==> config.mk <==
export PLATFORM = sky130hd
export DESIGN_NAME = key_input_conditioner
export DESIGN_NICKNAME = d
export VERILOG_FILES = /design/src/rtl/key_input_conditioner.sv
export SDC_FILE = /design/constraint.sdc
export NUM_CORES = 1
export LEC_CHECK = 0
export ABC_AREA = 1
export BUFFER_PORTS_ARGS = -buffer_cell sky130_fd_sc_hd__buf_2
export CORE_AREA = 5 5 218 156
export DETAILED_ROUTE_END_ITERATION = 10
export DIE_AREA = 0 0 223 161
export MAX_ROUTING_LAYER = met4
export PLACE_DENSITY = 0.74
export SYNTH_ARGS = -nofsm -noshare
export SYNTH_HDL_FRONTEND = slang
export SYNTH_SLANG_ARGS = --single-unit
==> constraint.sdc <==
create_clock -name clk -period 11.8 [get_ports clk]
set_clock_uncertainty 0.05 [all_clocks]
set_input_delay 1.77 -clock clk [delete_from_list [all_inputs] [get_ports clk]]
set_output_delay 1.77 -clock clk [all_outputs]
set_load 0.01 [all_outputs]
==> src/rtl/key_input_conditioner.sv <==
// key_input_conditioner
//   Front end for the piano mode FSM and the play-mode blocks. Synchronises and
//   debounces the piano key switches plus the mode push-button. It produces:
//   - clean key levels
//   - one-cycle press/release pulses
//   - a registered lowest-index note
//   - a one-cycle mode-advance strobe
//   Optional feature macro: MODE_LONGPRESS_EN. When it is defined, a long hold of the
//   mode button raises menu_req instead of mode_pulse.
module key_input_conditioner #(
  parameter int NUM_KEYS         = 8,
  parameter int DEBOUNCE_CYCLES  = 200000,
  parameter int LONGPRESS_CYCLES = 100000000
) (
  input  logic                clk,
  input  logic                rst,
  input  logic [NUM_KEYS-1:0] key_raw,
  input  logic                mode_raw,
  output logic [NUM_KEYS-1:0] key_state,
  output logic [NUM_KEYS-1:0] key_press,
  output logic [NUM_KEYS-1:0] key_release,
  output logic [2:0]          note_idx,
  output logic                note_valid,
  output logic                mode_pulse,
  output logic                menu_req
);

  // Channel NUM_KEYS is the mode button; channels below it are the keys.
  localparam int CH      = NUM_KEYS + 1;
  localparam int CNT_MAX = (DEBOUNCE_CYCLES > LONGPRESS_CYCLES) ? DEBOUNCE_CYCLES
                                                                : LONGPRESS_CYCLES;
  localparam int CW      = $clog2(CNT_MAX + 1);
  localparam logic [CW-1:0] DB_LAST = CW'(DEBOUNCE_CYCLES - 1);

  logic [CH-1:0] raw_all;
  logic [CH-1:0] sync_q1, sync_q2;
  logic [CH-1:0] stable_q;
  logic [CH-1:0] rise_q, fall_q;
  logic [CH-1:0] toggle;
  logic [CW-1:0] db_cnt [CH];
  logic [2:0]    enc_idx;
  logic          mode_stable;
  logic          mode_falling;

  assign raw_all = {mode_raw, key_raw};

  // Two-flop synchroniser for every asynchronous input channel.
  // NOTE: sequential state always uses non-blocking (<=) so every flop samples pre-edge values.
  always_ff @(posedge clk or posedge rst) begin
    if (rst) begin
      sync_q1 <= '0;
      sync_q2 <= '0;
    end else begin
      sync_q1 <= raw_all;
      sync_q2 <= sync_q1;
    end
  end

  // A channel accepts its new level on the edge that completes the required stable run.
  // NOTE: combinational blocks assign a default first so no path leaves a latch behind.
  always_comb begin
    toggle = '0;
    for (int c = 0; c < CH; c++) begin
      toggle[c] = (sync_q2[c] != stable_q[c]) && (db_cnt[c] == DB_LAST);
    end
  end

  // Per-channel debounce counters, stable levels and the edge pulses they generate.
  always_ff @(posedge clk or posedge rst) begin
    if (rst) begin
      stable_q <= '0;
      rise_q   <= '0;
      fall_q   <= '0;
      // NOTE: counters are flops, not RAM, so they are reset; a partial count must never survive reset.
      for (int c = 0; c < CH; c++) begin
        db_cnt[c] <= '0;
      end
    end else begin
      rise_q <= toggle & sync_q2;
      fall_q <= toggle & ~sync_q2;
      for (int c = 0; c < CH; c++) begin
        if (sync_q2[c] == stable_q[c]) begin
          db_cnt[c] <= '0;
        end else if (toggle[c]) begin
          stable_q[c] <= sync_q2[c];
          db_cnt[c]   <= '0;
        end else if (db_cnt[c] != '1) begin
          db_cnt[c] <= db_cnt[c] + 1'b1;
        end
      end
    end
  end

  assign key_state    = stable_q[NUM_KEYS-1:0];
  assign key_press    = rise_q[NUM_KEYS-1:0];
  assign key_release  = fall_q[NUM_KEYS-1:0];
  assign mode_stable  = stable_q[NUM_KEYS];
  assign mode_falling = toggle[NUM_KEYS] & stable_q[NUM_KEYS];

  // Lowest-numbered pressed key wins; scanning downward lets the lowest index overwrite.
  always_comb begin
    enc_idx = '0;
    for (int i = NUM_KEYS - 1; i >= 0; i--) begin
      if (key_state[i]) enc_idx = 3'(i);
    end
  end

  // Registered note output; the index holds while no key is down.
  always_ff @(posedge clk or posedge rst) begin
    if (rst) begin
      note_idx   <= '0;
      note_valid <= 1'b0;
    end else if (|key_state) begin
      note_idx   <= enc_idx;
      note_valid <= 1'b1;
    end else begin
      note_valid <= 1'b0;
    end
  end

`ifdef MODE_LONGPRESS_EN
  localparam logic [CW-1:0] LP_LAST = CW'(LONGPRESS_CYCLES - 1);

  logic [CW-1:0] hold_cnt;
  logic          consumed_q;
  logic          mode_pulse_q;
  logic          menu_req_q;
  logic          unused_mode_edges;

  assign unused_mode_edges = ^{rise_q[NUM_KEYS], fall_q[NUM_KEYS]};

  // Hold timer: a long hold raises menu_req once and swallows the release strobe.
  always_ff @(posedge clk or posedge rst) begin
    if (rst) begin
      hold_cnt     <= '0;
      consumed_q   <= 1'b0;
      mode_pulse_q <= 1'b0;
      menu_req_q   <= 1'b0;
    end else begin
      mode_pulse_q <= 1'b0;
      menu_req_q   <= 1'b0;
      if (mode_falling) begin
        mode_pulse_q <= ~consumed_q;
        hold_cnt     <= '0;
        consumed_q   <= 1'b0;
      end else if (mode_stable) begin
        if (hold_cnt != '1) hold_cnt <= hold_cnt + 1'b1;
        if (!consumed_q && hold_cnt == LP_LAST) begin
          menu_req_q <= 1'b1;
          consumed_q <= 1'b1;
        end
      end
    end
  end

  assign mode_pulse = mode_pulse_q;
  assign menu_req   = menu_req_q;
`else
  logic unused_mode_edges;

  assign unused_mode_edges = ^{fall_q[NUM_KEYS], mode_stable, mode_falling};
  assign mode_pulse        = rise_q[NUM_KEYS];
  assign menu_req          = 1'b0;
`endif

endmodule
### Word level (Yosys, flattened, before mapping)

Index checks and enable logic that the tools add are counted.

| storage, ports and cells | value |
|---|---|
| input port bits | 11 |
| register bits after elaboration | 291 |

| cells by class | value |
|---|---|
| eq/ne operators | 36 |
| bitwise operators | 12 |
| $add $sub $neg | 9 |
| mux-type cells | 36 |
| reductions and logical operators | 28 |

Operators with widths:

| cell | count |
|---|---|
| $mux W27 | 27 |
| $add A27 B1 Y27 const B | 9 |
| $eq A27 B18 Y1 const B | 9 |
| $ne A27 B27 Y1 const B | 9 |
| $reduce_bool A3 Y1 | 9 |
| $mux W3 | 8 |
| $reduce_and A2 Y1 | 9 |
| $and A9 B9 Y9 | 1 |
| $eq A1 B1 Y1 | 9 |
| $logic_and A1 B1 Y1 | 9 |
| $ne A1 B1 Y1 | 9 |
| $not A1 Y1 | 9 |
| $and A8 B8 Y8 | 1 |
| $not A8 Y8 | 1 |
| $reduce_or A8 Y1 | 1 |
| $mux W1 | 1 |

### Depth between registers and ports, before layout

| logic depth | value |
|---|---|
| depth after elaboration | 8 |
| depth in mapped cells | 11 |
| depth with buffers taken out | 10 |

### Worst setup path before layout

OpenSTA, ideal clock, no wires.

| timing | value |
|---|---|
| path type | register -> output |
| start | reg stable_q[5] |
| end | out key_state[5] |
| arrival time | 0.547 ns |
| path buffers | 1 |
| data required time | 9.980 ns |
| setup slack | 9.433 ns |
| cell stages (with the launch flop) | 2 |
| cell sequence | dfrtp_1 > buf_4 |

RTL lines:

| item | line | source |
|---|---|---|
| from (decl) | 37 | `logic [CH-1:0] stable_q;` |
| from (signal, indexed assignment) | 85 | `stable_q[c] <= sync_q2[c];` |
| to (decl) | 19 | `output logic [NUM_KEYS-1:0] key_state,` |

No word-level cell between the ends.

### Final worst setup path

| timing | value |
|---|---|
| start | reg stable_q[0] |
| end | out key_state[0] |

No word-level cell between the ends.

==> metrics.txt <==
HPWL Detailed=34,730 um; row count=55; post-synthesis xor/xnor area fraction=0.3319%; placed insts=3,200; # clock sinks=291; drt total wl=47,260 um; final worst slack=8.739 ns; drt drc=0; Die Area=0.03590 sq mm; Clock power frac=47.5%; Internal=1589 uW; FF-to-FF setup slack=9.31 ns; CP Max Fanout=5; Post-Synth Simple-Gate Area=49.27%; Yosys top cell area share=40.24%; Worst-Skew Late Latency=0.57 ns; Cell Area, Synth=0.01810 sq mm; fin util=61.78%; Max IR drop VDD=0.1130 mV; post-route ant nets=0; Final Hold Viols=0; Hold/Removal Path Class=reg2reg; clock buffer count from CTS=31; initial antenna violation count=0; crit path capture=key_state[0]; CP max-delay cell=dfrtp_1; clock slew at reported path FFs=0.06 ns; CTS resizes=0; first-pass GRT wire length=78,600 um; Stages on worst setup path=1; CP startpoint kind=flop; Post-CTS Hold Buffers=0; worst slack, placed=8.282 ns; filler cell count=3,027; max_cap viols=0; fin crit share=25.94%; nets@finish=2,826; Die Height=161 um; setup_tns=0 ns; Sw Ratio=23.20%; data arrival time of the worst path=1.24 ns; Least-Margin Pin Slew=0.9969 ns; setup bufs post-CTS=0; total inserted antenna cells=0; Clock Tree Buf Depth=3; Congestion Overflow GR=0; share of cells above drive strength 1=7.282%; gpl congestion=0.9928; delay-heaviest family, CP=flip-flops; Final Instance Count excl. Fillers=3,256; share of flip-flops with an asynchronous set or reset=100.0%; average via count per standard cell=5.388; Slew Viols, Final=0; FF+latch count, synth=291; GRT Total Usage=26.60%; minimum clock period after layout=3.061 ns; Hold Path Depth=0; CTS tree=built; CTS root buf=clkbuf_16; io pins=41; synth unique cells=40; R2R depth=8; worst hold margin=0.2979 ns; Post-synth EDFFs=0; Comb power frac=3.2%; synth top area cells=dfrtp_1 40%, nand2_1 19%, nor2_1 12%; Worst Path Buf+Inv=1; starting density of the core=56.92%; vias in the first global route=15,800; Slew HR=33.54%; compound-cell area share of the yosys netlist=2.275%; Ys Warns=0; chip width=223 um; sw power=480.0 uW; H-tree depth=1; worst path cell trace=buf_2; WS Path Type=reg2out; max frequency=0.3267 GHz; largest family of logic cells by synthesized area=simple AND/OR/NAND/NOR gates; Sequential Power Share=49.3%; Syn-to-layout area delta=8.539%; Core ar.=0.03179 sq mm; RR Endpoint=db_cnt[94]; CP required=9.98 ns; RSZ-0062 raised after global routing=no; largest net degree at the start of global routing=156; status=complete, no violations; Pleak=0.009586 uW; per-cell routed wire length=14.51 um; DR pass1 iterations=6; Yosys top cell by area=dfrtp_1; CP max stage delay=0.49 ns; CP startpoint=stable_q[0]; Synth Area per Inst=6.538 sq um; vias=17,540; mux contribution to synthesized area=0%; post-synthesis adder-cell area fraction=0.6222%; Critical Path Sink Type=primary output; PortBufs=39; worst flop-to-flop path startpoint=db_cnt[81]; Post-Synthesis Cells=2,768; dominant synthesized flop cell=dfrtp_1; Syn Nets=2,788; sequential area share after synthesis=40.24%; P per Cell Area=105.3 mW/mm^2; Final setup viols=0; First DRT Iteration DRCs=1,525
## power by group through the flow
| stage | sequential, uW | clock (uW) | combinational [uW] |
|---|---|---|---|
| floorplan | 1030 | 0 | 49.1 |
| global placement | 1040 | 0 | 66.2 |
| detailed placement | 1040 | 0 | 68.1 |
| CTS | 1020 | 1010 | 68.3 |
| global route | 1020 | 1050 | 77.0 |
| finish | 1020 | 983 | 66.2 |
## area by class of cell
type	instances	area [sq um]	area share, %
Multi-Input combinational cell	2157	9505	48.39
Clock inverter	20	192.7	0.9810
Sequential cell	291	7282	37.07
Clock buffer	36	824.5	4.198
Tap cell	427	534.3	2.720
Inverter	283	1074	5.465
Timing Repair Buffer	42	230.2	1.172
## cell families (layout without fill, tap and decap cells)
logic type | after synthesis | after routing
and+or+nand+nor | 2070 | 2070
buffers and inverters | 320 | 381
DFF | 291 | 291
AOI/OAI and AO/OA | 71 | 71
adders and majority gates | 9 | 9
xor gates and xnor gates | 6 | 6
other | 1 | 1
## registers in the layout, summed over array words and instances (netlist names)
register,flops
db_cnt,243
fall_q,8
note_idx,3
note_valid,1
rise_q,9
stable_q,9
sync_q1,9
sync_q2,9
## cell usage after synthesis (2+ instances only)
cell type / number
nand3_2: 3
nand2_2: 16
a21oi_1: 17
nand3b_1: 2
buf_2: 6
xnor2_1: 2
nor2_4: 20
and2_1: 2
xor2_1: 3
clkbuf_1: 13
a21o_1: 2
nand4_4: 2
inv_1: 276
buf_6: 6
o21bai_1: 16
o211ai_1: 3
ha_1: 9
nor2_2: 9
nand2_1: 898
o21ai_0: 32
nor2_1: 584
nand2_4: 2
buf_4: 11
dfrtp_1: 291
nand3_1: 347
nor3_1: 55
inv_2: 4
nand4_1: 78
and3_1: 2
or2_2: 47
## worst min path at each step
stage / from / end / slack, ns
finish: sync_q1[0] / sync_q2[0] / 0.30
CTS: sync_q1[3] / sync_q2[3] / 0.29
floorplan: sync_q1[0] / sync_q2[0] / 0.28
global placement: sync_q1[1] / sync_q2[1] / 0.28
detailed placement: sync_q1[0] / sync_q2[0] / 0.28
global route: sync_q1[0] / sync_q2[0] / 0.30
## through the flow
step                instance area (sq um)  power [uW]
global route                        19640        2147
finish                              19640        2069
global placement                    18630        1103
CTS                                 19640        2094
floorplan                           18100        1084
detailed placement                  18630        1105
## metal layers
layer | global-route usage (%) | vias to the layer above | share of wire, %
li1 | - | 8837 | -
met1 | 39.92 | 8152 | 50
met2 | 38.32 | 487 | 42
met3 | 4.124 | 66 | 6.6
met4 | 6.012 | 0 | 2.2
met5 | - | - | 0
## worst reg2reg max path, stage by stage (launching register included)
cell and delay, ns:
dfrtp_1 0.39, ha_1 0.26, nand3_1 0.12, nor2_1 0.19
nand3_1 0.13, nor2_2 0.27, nor2_2 0.14, nand3_1 0.63
nand2_1 0.14
## cells in the final DEF (no fill, tap or decap), types with 4 or more instances in the layout
cell type and instances:
nand4_1 78, o21ai_0 32, buf_2 39, dfrtp_1 291
nand2_2 16, or2_2 47, clkbuf_16 31, nand3_1 347
ha_1 9, o21bai_1 16, clkinv_2 13, nor3_1 55
nor2_1 584, inv_2 4, nor2_4 20, nor2_2 9
a21oi_1 17, nand2_1 898, inv_1 275
(Power assumes the default switching activity.)
